File: src/rtl/mem_arbiter_if.sv
// Requester-side bus for the memory arbiter.
// One instance per port: CPU and loader.
interface mem_arbiter_if #(
    parameter int ADDR_W = 8,
    parameter int DATA_W = 32
);
    logic              req;
    logic              we;
    logic [ADDR_W-1:0] addr;
    logic [DATA_W-1:0] wdata;
    logic              ack;
    logic [DATA_W-1:0] rdata;

    modport master (
        output req, we, addr, wdata,
        input  ack, rdata
    );

    modport slave (
        input  req, we, addr, wdata,
        output ack, rdata
    );
endinterface

File: src/rtl/mem_arbiter.sv
// Two-port round-robin arbiter and sequencer
// for the single-port main memory.
module mem_arbiter #(
    parameter int ADDR_W  = 8,
    parameter int DATA_W  = 32,
    parameter int MEM_LAT = 1
) (
    input  logic              clk,
    input  logic              reset,
    input  logic              boot,
    mem_arbiter_if.slave      cpu,
    mem_arbiter_if.slave      ld,
    output logic              cpu_hold,
    output logic [ADDR_W-1:0] mem_addr,
    output logic [DATA_W-1:0] mem_wdata,
    output logic              mem_re,
    output logic              mem_we,
    input  logic [DATA_W-1:0] mem_rdata,
    output logic              busy,
    output logic              owner
);

    localparam int CNT_W = (MEM_LAT < 2) ? 1 : $clog2(MEM_LAT + 1);

    typedef enum logic [1:0] {
        IDLE,
        ACCESS,
        WAIT,
        DONE
    } state_t;

    state_t           state;
    logic             last_owner;
    logic [CNT_W-1:0] cnt;

    logic cpu_el;
    logic ld_el;
    logic any_el;
    logic gnt_ld;

    assign cpu_el = cpu.req & ~boot;
    assign ld_el  = ld.req;
    assign any_el = cpu_el | ld_el;
    // On a tie the port that did not own the last transaction wins.
    assign gnt_ld = ld_el & (~cpu_el | ~last_owner);

    assign cpu_hold = boot | (cpu.req & ~cpu.ack);
    assign busy     = (state != IDLE);

    always_ff @(posedge clk) begin
        if (reset) begin
            state      <= IDLE;
            last_owner <= 1'b1;
            cnt        <= '0;
            owner      <= 1'b0;
            mem_addr   <= '0;
            mem_wdata  <= '0;
            mem_re     <= 1'b0;
            mem_we     <= 1'b0;
            cpu.ack    <= 1'b0;
            ld.ack     <= 1'b0;
            cpu.rdata  <= '0;
            ld.rdata   <= '0;
        end else begin
            cpu.ack <= 1'b0;
            ld.ack  <= 1'b0;
            unique case (state)
                IDLE: begin
                    // mem_* registers double as the latched request.
                    if (any_el) begin
                        owner     <= gnt_ld;
                        mem_addr  <= gnt_ld ? ld.addr : cpu.addr;
                        mem_wdata <= gnt_ld ? ld.wdata : cpu.wdata;
                        mem_we    <= gnt_ld ? ld.we : cpu.we;
                        mem_re    <= gnt_ld ? ~ld.we : ~cpu.we;
                        state     <= ACCESS;
                    end
                end
                ACCESS: begin
                    mem_re    <= 1'b0;
                    mem_we    <= 1'b0;
                    mem_wdata <= '0;
                    if (mem_we) begin
                        mem_addr <= '0;
                        cpu.ack  <= ~owner;
                        ld.ack   <= owner;
                        state    <= DONE;
                    end else begin
                        cnt   <= CNT_W'(MEM_LAT);
                        state <= WAIT;
                    end
                end
                WAIT: begin
                    cnt <= cnt - 1'b1;
                    if (cnt == CNT_W'(1)) begin
                        if (owner) begin
                            ld.rdata <= mem_rdata;
                        end else begin
                            cpu.rdata <= mem_rdata;
                        end
                        cpu.ack  <= ~owner;
                        ld.ack   <= owner;
                        mem_addr <= '0;
                        state    <= DONE;
                    end
                end
                DONE: begin
                    last_owner <= owner;
                    state      <= IDLE;
                end
                default: state <= IDLE;
            endcase
        end
    end

endmodule

File: src/flat_wrapper.sv
// flat-port wrapper written by rule: the top's interface ports become plain ports
module mem_arbiter_flat 
#(
    parameter int ADDR_W  = 8,
    parameter int DATA_W  = 32,
    parameter int MEM_LAT = 1
)
  (clk, reset, boot, cpu_hold, mem_addr, mem_wdata, mem_re, mem_we, mem_rdata, busy, owner, cpu_req, cpu_we, cpu_addr, cpu_wdata, cpu_ack, cpu_rdata, ld_req, ld_we, ld_addr, ld_wdata, ld_ack, ld_rdata);
  mem_arbiter_if #(.ADDR_W(ADDR_W), .DATA_W(DATA_W)) cpu_i ();
  mem_arbiter_if #(.ADDR_W(ADDR_W), .DATA_W(DATA_W)) ld_i ();
  input  logic clk;
  input  logic reset;
  input  logic boot;
  output logic cpu_hold;
  output logic [ADDR_W-1:0] mem_addr;
  output logic [DATA_W-1:0] mem_wdata;
  output logic mem_re;
  output logic mem_we;
  input  logic [DATA_W-1:0] mem_rdata;
  output logic busy;
  output logic owner;
  input wire logic [$bits(cpu_i.req)-1:0] cpu_req;
  input wire logic [$bits(cpu_i.we)-1:0] cpu_we;
  input wire logic [$bits(cpu_i.addr)-1:0] cpu_addr;
  input wire logic [$bits(cpu_i.wdata)-1:0] cpu_wdata;
  output wire logic [$bits(cpu_i.ack)-1:0] cpu_ack;
  output wire logic [$bits(cpu_i.rdata)-1:0] cpu_rdata;
  input wire logic [$bits(ld_i.req)-1:0] ld_req;
  input wire logic [$bits(ld_i.we)-1:0] ld_we;
  input wire logic [$bits(ld_i.addr)-1:0] ld_addr;
  input wire logic [$bits(ld_i.wdata)-1:0] ld_wdata;
  output wire logic [$bits(ld_i.ack)-1:0] ld_ack;
  output wire logic [$bits(ld_i.rdata)-1:0] ld_rdata;
  assign cpu_i.req = cpu_req;
  assign cpu_i.we = cpu_we;
  assign cpu_i.addr = cpu_addr;
  assign cpu_i.wdata = cpu_wdata;
  assign cpu_ack = cpu_i.ack;
  assign cpu_rdata = cpu_i.rdata;
  assign ld_i.req = ld_req;
  assign ld_i.we = ld_we;
  assign ld_i.addr = ld_addr;
  assign ld_i.wdata = ld_wdata;
  assign ld_ack = ld_i.ack;
  assign ld_rdata = ld_i.rdata;
  mem_arbiter #(.ADDR_W(ADDR_W), .DATA_W(DATA_W), .MEM_LAT(MEM_LAT)) u_core (.clk(clk), .reset(reset), .boot(boot), .cpu(cpu_i), .ld(ld_i), .cpu_hold(cpu_hold), .mem_addr(mem_addr), .mem_wdata(mem_wdata), .mem_re(mem_re), .mem_we(mem_we), .mem_rdata(mem_rdata), .busy(busy), .owner(owner));
endmodule
File: config.mk
export PLATFORM = sky130hd
export DESIGN_NAME = mem_arbiter_flat
export DESIGN_NICKNAME = d
export VERILOG_FILES = /design/src/rtl/mem_arbiter_if.sv /design/src/rtl/mem_arbiter.sv /design/src/flat_wrapper.sv
export SDC_FILE = /design/constraint.sdc
export NUM_CORES = 1
export LEC_CHECK = 0
export BUFFER_PORTS_ARGS = -buffer_cell sky130_fd_sc_hd__buf_2
export CORE_MARGIN = 5
export CORE_UTILIZATION = 35
export CTS_BUF_LIST = sky130_fd_sc_hd__clkbuf_16
export DETAILED_ROUTE_END_ITERATION = 16
export GPL_TIMING_DRIVEN = 0
export PLACE_DENSITY = 0.67
export SLEW_MARGIN = 20
export SYNTH_ARGS = -nofsm -noshare
export SYNTH_HDL_FRONTEND = slang
export SYNTH_SLANG_ARGS = --single-unit
File: constraint.sdc
create_clock -name clk -period 2.2 [get_ports clk]
set_input_delay 0.44 -clock clk [delete_from_list [all_inputs] [get_ports clk]]
set_output_delay 0.44 -clock clk [all_outputs]
set_load 0.1 [all_outputs]
After elaboration in Yosys (flattened, before gate mapping)
Index checks and enable logic that the tools add are counted.
{ "classes": {"n_addsub": 1, "eq_ne": 7, "muxes": 26, "bitwise_logic": 13, "reduce_logical": 12} }
{ "ops": {"columns": ["op", "count"], "rows": [
  ["2-to-1 mux 32 bit", 2],
  ["one-hot mux 32 bit (2 select lines)", 1],
  ["2-to-1 mux 8 bit", 4],
  ["one-hot mux 8 bit (3 select lines)", 1],
  ["2-to-1 mux 1 bit", 10],
  ["one-hot mux 1 bit (2 select lines)", 5],
  ["one-hot mux 2 bit (4 select lines)", 1],
  ["AND reduction 2 bit", 4],
  ["NOT 1 bit", 7],
  ["inequality test 2 x 1 -> 1 bit (second input constant)", 3],
  ["AND reduction 3 bit", 2],
  ["nonzero test 2 bit", 3],
  ["== test 2 bit (second input constant)", 2],
  ["2-to-1 mux 2 bit", 2],
  ["AND reduction 4 bit", 1],
  ["bitwise AND 1 bit", 3],
  ["OR 1 bit", 3],
  ["nonzero test 3 bit", 1],
  ["== test 2 x 1 -> 1 bit (second input constant)", 1],
  ["zero test 2 bit", 1],
  ["inequality test 2 bit (second input constant)", 1],
  ["subtractor 1 bit (second input constant)", 1]
]} }
{ "word_totals": {"register_bits": 113, "wordCells": 71} }

Depth between registers and ports, before layout
Gate-level depths: netlist (run 1).
{ "depth": {"ltp_word": 8, "depth_mapped": 8} }

Worst setup path before layout (run 1)
OpenSTA, ideal clock, no wires.
{ "synth_path": {"path_type": "flip-flop to flip-flop", "from": "register u_core.mem_we", "to": "register u_core.mem_addr[0]", "setup_ns": 0.069, "arrival_time_ns": 1.974, "setup_slack_ns": 0.157, "path_stages_with_launch": 6, "path_buffers": 1, "period_less_slack_ns": 2.043, "cell_sequence": "dfxtp_1 inv_1 a21o_1 or4_1 buf_2 o21ai_1"} }
{ "synth_via": {"elab_chain_cells": 2} }
{ "synth_lines": {"columns": ["item", "line", "source"], "rows": [
  ["start, declared", "mem_arbiter.sv:17", "output logic mem_we,"],
  ["start signal, assigned", "mem_arbiter.sv:74", "mem_we <= gnt_ld ? ld.we : cpu.we;"],
  ["inequality test 2 x 1 -> 1 bit (no line)", null, null],
  ["AND reduction 4 bit (no line)", null, null],
  ["end signal, assigned", "mem_arbiter.sv:72", "mem_addr <= gnt_ld ? ld.addr : cpu.addr;"],
  ["end, declared", "mem_arbiter.sv:14", "output logic [ADDR_W-1:0] mem_addr,"]
]} }
Every way passes these cells.
A chain may end at the register's enable or synchronous reset.

Final worst setup path (run 1)
{ "layout_path": {"from": "register u_core.state[1]", "to": "output busy"} }
{ "layout_via": {"elab_chain_cells": 1} }
{ "layout_lines": {"columns": ["item", "line", "source"], "rows": [
  ["start, declared", "mem_arbiter.sv:32", "state_t state;"],
  ["start signal, assigned", "mem_arbiter.sv:52", "state <= IDLE;"],
  ["start signal, assigned", "mem_arbiter.sv:76", "state <= ACCESS;"],
  ["start signal, assigned", "mem_arbiter.sv:87", "state <= DONE;"],
  ["nonzero test 2 bit", "mem_arbiter.sv:48", "assign busy = (state != IDLE);"],
  ["end, declared", "flat_wrapper.sv:20", "output logic busy;"]
]} }
Every way passes these cells.

==> run metrics, run 1 <==
crit path time final 2.07 ns; global route overflow 0; Die H 122 um; first-pass GRT wire length 21200 um; Pwr per Cell Area 1380 nW/um^2; combinational fraction of design power 40.1%; Min Hold Slack 0.285 ns; worst hold start mem_rdata[27]; Via density 4.75; end of the worst register-to-register path u_core.mem_addr[7]$_SDFFE_PP0P_; VDD IR-drop max 0.970 mV; CP required 1.76 ns; vias 4348; CTS buffer count 17; critical path data arrival time 1.63 ns; Seq/Total Area, Yosys 52.0%; row cnt 40; share of post-route cells with drive strength above 1 36.0%; slew at the pin with the worst max-slew slack 0.619 ns; CTS clock-pin slew for the worst setup and hold paths 0.05 ns; routed len/inst 14.9 um; largest net degree at the start of global routing 17; Post-synth EDFFs 0; number of nets with antenna violations after routing 0; Detailed Routing Iterations Pass 1 5; NumNets Final 859; H-tree depth 4; final wirelength 13600 um; Tcrit/Tclk final 94.1%; Psw 0.00401 W; Final Setup Violations 0; pre-CTS WS 0.117 ns; register share of total power 29.4%; Core Footprint 12100 um^2; final hold viol count 0; CP endpoint busy; CTS tree yes; critical path endpoint category output port; CP Launch Type flip-flop; slew margin rel. 58.7%; CTS sink count 113; Final WS setup 0.130 ns; clk_lat worst skew 0.41 ns; Syn Inst Count 488; hold path cells 3; Ant. Diodes 0; max frequency 483 MHz; warning count from the yosys run 0; clock buffer depth 2; die area 14800 um^2; FF+latch count, synth 113; Ports 230; final core utilization 51.8%; Tot GR Track Use 18.0%; port buffer count 228; status finished clean; FF-to-FF path depth 7; Leakage 2.96 nW; Max Cap Viol 0; vias in the first global route 4337; Reg2Reg Setup Slack 0.16 ns; worst r2r src u_core.state[1]$_SDFFE_PP0P_; # DRC 0; DRT iter0 DRCs 242; async set or reset register ratio after synthesis 0%; CP startpoint u_core.state[1]$_SDFFE_PP0P_; critical-path maximum fanout 6; Hold WC Path Type input port to flip-flop; Clk pwr share 30.5%; initial antenna violation count 0; kind of critical path flip-flop to output port; Syn-to-layout area delta 44.3%; synthesized area 4350 um^2; Switching Fraction 46.3%; prevailing post-synth register cell dfxtp_1; hold buffers post-CTS 0; Avg Cell Area, Syn 8.92 um^2; total power 0.00865 W; initial cell density of the core 35.9%; die width 122 um; RSZ-0062 raised after global routing false; Total Neg Setup Slack 0 ns; root buf cell clkbuf_16; Slew Limit Fails 0; Yosys cell types 29; GP Congestion 0.834; Post-Syn Nets 612; internal power 0.00464 W; clock skew 0.00775 ns; HPWL Detailed 10600 um
==> logic make-up (layout without fill, tap and decap cells) <==
kind of cell / Yosys count / after routing / share of synthesized area, %
simple gates: 160 / 160 / 15.1
compound gates: 126 / 126 / 18.0
flops: 113 / 113 / 52.0
mux: 42 / 42 / 9.69
buf+inv: 42 / 302 / 3.82
fa+ha+maj: 5 / 5 / 1.44
==> routing by layer <==
| metal | part of all wire (%) | GRT usage [%] |
|---|---|---|
| met5 | 0 | 0 |
| met4 | 1.1 | 5.81 |
| met3 | 9.2 | 5.87 |
| met2 | 47 | 30.0 |
| met1 | 43 | 22.0 |
==> state kept, by name (all words and copies together) (netlist names) <==
register and flops:
u_core.last_owner 1, u_core.cnt 1, u_core.mem_re 1, u_core.owner 1, u_core.mem_addr 8, u_core.state 2
u_core.ld.ack 1, u_core.cpu.ack 1, u_core.mem_we 1, u_core.mem_wdata 32, u_core.cpu.rdata 32, u_core.ld.rdata 32
==> how the worst min path moves through the flow <==
stage | end | slack (ns)
global placement | u_core.cpu.rdata[25]$_SDFFE_PP0P_ | 0.44
finish | u_core.cpu.rdata[27]$_SDFFE_PP0P_ | 0.28
detailed placement | u_core.mem_wdata[7]$_SDFFE_PP0P_ | 0.44
floorplan | u_core.cnt$_SDFFE_PP0P_ | 0.47
CTS | u_core.ld.rdata[27]$_SDFFE_PP0P_ | 0.27
global route | u_core.ld.rdata[25]$_SDFFE_PP0P_ | 0.27
==> cell usage after synthesis, types with 2 or more instances <==
library cell | instances | share of area, %
o21ai_1 | 8 | 0.92
a21oi_1 | 66 | 7.6
nor2b_1 | 11 | 1.6
buf_1 | 2 | 0.17
mux2i_1 | 41 | 9.4
ha_1 | 5 | 1.4
a211o_1 | 2 | 0.40
a22o_1 | 2 | 0.40
a21o_1 | 2 | 0.34
nand2_1 | 134 | 12
dfxtp_1 | 113 | 52
o2bb2ai_1 | 33 | 6.6
clkbuf_1 | 26 | 2.2
nor2_1 | 7 | 0.60
buf_2 | 7 | 0.80
o21ai_0 | 10 | 1.1
inv_1 | 7 | 0.60
==> worst max-delay path, cell delays in order, from the launching register on <==
cell	delay, ns
dfxtp_1	0.41
inv_1	0.12
ha_1	0.26
inv_1	0.12
buf_4	0.31
==> power groups by stage <==
| stage | Combinational [W] | Clock [W] | Sequential [W] |
|---|---|---|---|
| after detailed placement | 0.00347 | 0 | 0.00258 |
| after CTS | 0.00348 | 0.00269 | 0.00254 |
| final | 0.00347 | 0.00264 | 0.00254 |
| after global routing | 0.00363 | 0.00279 | 0.00258 |
| after floorplan | 0.000871 | 0 | 0.00450 |
| after global placement | 0.00343 | 0 | 0.00257 |
==> what timing repair did <==
item                       CTS  global route
setup endpoints to repair    1            39
buffers inserted             0             0
hold endpoints to repair     0             0
resized for setup            1             8
==> cells in the final DEF, fill, tap and decap left out, types with 2 or more instances in the layout <==
master and instances:
inv_1 7, clkbuf_2 4, bufinv_16 2, a22o_1 2
clkinvlp_4 6, ha_1 5, buf_1 2, o21ai_1 8
nor2_1 7, mux2i_1 41, clkbuf_16 17, o21ai_0 10
a211o_1 2, buf_2 234, inv_6 2, nor2b_1 11
a21o_1 2, dfxtp_1 113, o2bb2ai_1 33, a21oi_1 66
nand2_1 134, clkinv_1 4, clkbuf_1 22
==> stage by stage <==
| step | std cells | instance area [um^2] |
|---|---|---|
| floorplan | 488 | 4350 |
| global placement | 884 | 5700 |
| detailed placement | 884 | 5700 |
| CTS | 916 | 6270 |
| global route | 916 | 6280 |
| finish | 916 | 6280 |
==> final cells by class <==
cell class                 instances  area [um^2]
multi-input combinational        333         1920
buffer                            35          145
timing repair buffer             228         1140
clock buffer                      17          425
inverter                           7         26.3
sequential                       113         2260
fill                            1139         5830
clock inverter                    15          143
tap                              168          210
(Power assumes the default switching activity.)
==> run 2: changes to the inputs <==
--- a/config.mk
+++ b/config.mk
@@ -5,13 +5,14 @@
 export SDC_FILE = /design/constraint.sdc
 export NUM_CORES = 1
 export LEC_CHECK = 0
+export ABC_AREA = 1
 export BUFFER_PORTS_ARGS = -buffer_cell sky130_fd_sc_hd__buf_2
 export CORE_MARGIN = 5
 export CORE_UTILIZATION = 35
 export CTS_BUF_LIST = sky130_fd_sc_hd__clkbuf_16
 export DETAILED_ROUTE_END_ITERATION = 16
 export GPL_TIMING_DRIVEN = 0
-export PLACE_DENSITY = 0.67
+export PLACE_DENSITY = 0.65
 export SLEW_MARGIN = 20
 export SYNTH_ARGS = -nofsm -noshare
 export SYNTH_HDL_FRONTEND = slang
==> run 2 against run 1 <==
  * Setup slack improved by 0.034 ns
  * Fmax grew 1.7%
  * Highest routed layer is now met5
  * Flip-flop and latch count did not move
  * Critical path type unchanged
  * Clock skew barely moved
  * Synthesized area up 11%
  * Synthesized cell count rose by 34%
  * Via count grew 17%
==> run metrics, run 2 <==
status finished clean; vias 5066; hold buffers post-CTS 0; Final Setup Violations 0; share of post-route cells with drive strength above 1 34.0%; global route overflow 0; CTS sink count 113; routed len/inst 14.5 um; # fillers 1374; Ant. Diodes 0; initial cell density of the core 35.3%; slew at the pin with the worst max-slew slack 0.655 ns; Leakage 3.41 nW; Detailed Routing Iterations Pass 1 5; final wirelength 15800 um; vias in the first global route 4964; clock skew 0.00756 ns; initial antenna violation count 1; Regs by FF count u_core.cpu.rdata x32, u_core.ld.rdata x32, u_core.mem_wdata x32; Max Cap Viol 0; Slew Limit Fails 0; Resized Gates After CTS 1; # DRC 0; number of nets with antenna violations after routing 0; Crit-path slowest cell dfxtp_1; largest net degree at the start of global routing 17; CP top delay family buffers and inverters; FF+latch count, synth 113; RSZ-0062 raised after global routing false; slowest stage delay, CP 0.41 ns; Post-Syn Nets 778; Post-synth EDFFs 0; CP Launch Type flip-flop; cells along the critical path inv_1, ha_1, inv_1, buf_4; die width 128 um; Core Footprint 13700 um^2; async set or reset register ratio after synthesis 0%; root buf cell clkbuf_16; kind of critical path flip-flop to output port; CTS clock-pin slew for the worst setup and hold paths 0.06 ns; post-CTS setup buffer count 0; critical-path maximum fanout 6; die area 16300 um^2; Ports 230; Total Neg Setup Slack 0 ns; most frequent cells in the layout buf_2, nand2_1, dfxtp_1; row cnt 43; critical path data arrival time 1.60 ns; most frequent cells after synthesis nand2_1, dfxtp_1, nand3_1; Syn Inst Count 654; warning count from the yosys run 0; final hold viol count 0; cell with the most instances after synthesis nand2_1; max frequency 491 MHz; CP required 1.76 ns; total power 0.00938 W; HPWL Detailed 12000 um; critical path endpoint category output port; port buffer count 227; Synth area leader dfxtp_1; CP most frequent cell inv_1; Yosys cell types 28; Synth area leaders dfxtp_1, nand2_1, nand3_1; post-synth top area share 46.7%; Hold WC Path Type input port to flip-flop; Pwr per Cell Area 1370 nW/um^2; Seq/Total Area, Yosys 46.7%; CTS buffer count 17; prevailing post-synth register cell dfxtp_1; Syn-to-layout area delta 41.7%; Die H 128 um; crit path time final 2.04 ns; Avg Cell Area, Syn 7.41 um^2; DRT iter0 DRCs 207; VDD IR-drop max 0.909 mV; first-pass GRT wire length 25100 um; slew margin rel. 56.3%; clk_lat worst skew 0.41 ns; GP Congestion 0.879; Tot GR Track Use 19.3%; Tcrit/Tclk final 92.6%; clock buffer depth 2; Via density 4.63; CTS tree yes; synthesized area 4850 um^2; most common cell after layout, fill and taps aside buf_2; H-tree depth 4; Buf/Inv on CP 3; NumNets Final 1024
==> run 2: cell count changes after synthesis, moves of 12 or more <==
cell / previous run / this run
o21ai_0: 10 / 37
or2_1: 0 / 20
nand3_1: 1 / 83
mux2i_1: 41 / 0
inv_1: 7 / 46
a21oi_1: 66 / 79
o2bb2ai_1: 33 / 0
nor2_1: 7 / 65
or2_2: 1 / 13
==> run 2: cell type report <==
type	count	area, um^2	share of cell area (%)
Timing Repair Buffer	227	1140	16.6
Clock inverter	15	228	3.32
Sequential cell	113	2260	32.9
Multi-Input combinational cell	450	2160	31.5
Clock buffer	17	425	6.19
Tap cell	180	225	3.28
Buffer	43	248	3.61
Inverter	48	180	2.62
==> run 2: cells by family after synthesis <==
family	count (synthesis)	share of synthesized area (%)
compound gates	119	12.5
fa+ha+maj	5	1.29
buf+inv	91	8.83
flops	113	46.7
simple gates	326	30.7
==> run 2: through the flow <==
stage	instances	hold WS [ns]	setup WS, ns	cell area [um^2]	util, %
after floorplan	654	0.476	0.132	4850	-
after global placement	1061	0.445	0.358	6210	45.3
after detailed placement	1061	0.452	0.349	6210	45.3
after CTS	1093	0.253	0.127	6870	50.1
after global routing	1093	0.270	0.0170	6870	50.1
final	1093	0.272	0.163	6870	50.1
==> run 2: tightest hold or removal path: stages <==
cell    delay (ns)
buf_2         0.09
nor2_1        0.04
nor2_1        0.08
==> run 2: worst paths after layout <==
| path | from | to | slack [ns] | depth (start not counted) |
|---|---|---|---|---|
| setup / recovery | u_core.state[0]$_SDFFE_PP0P_ | busy | 0.16 | 4 |
| hold / removal | mem_rdata[19] | u_core.cpu.rdata[19]$_SDFFE_PP0P_ | 0.27 | 3 |
| setup reg to reg | u_core.state[0]$_SDFFE_PP0P_ | u_core.cpu.rdata[20]$_SDFFE_PP0P_ | 0.34 | 8 |
| hold reg to reg | u_core.ld.rdata[8]$_SDFFE_PP0P_ | u_core.ld.rdata[8]$_SDFFE_PP0P_ | 0.46 | 2 |
==> run 2: routing by layer <==
metal	global-route usage (%)	wire, um	up-vias
met4	4.74	166	2
met2	31.0	7050	202
met1	23.1	6770	2243
met3	9.58	1820	15
li1	-	-	2604
met5	0	20	-
==> run 2: report_power, final <==
| group | total (W) | switching, W | internal [W] |
|---|---|---|---|
| clock | 0.00305 | 0.00102 | 0.00202 |
| sequential | 0.00250 | 0.000159 | 0.00234 |
| combinational | 0.00384 | 0.00307 | 0.000772 |
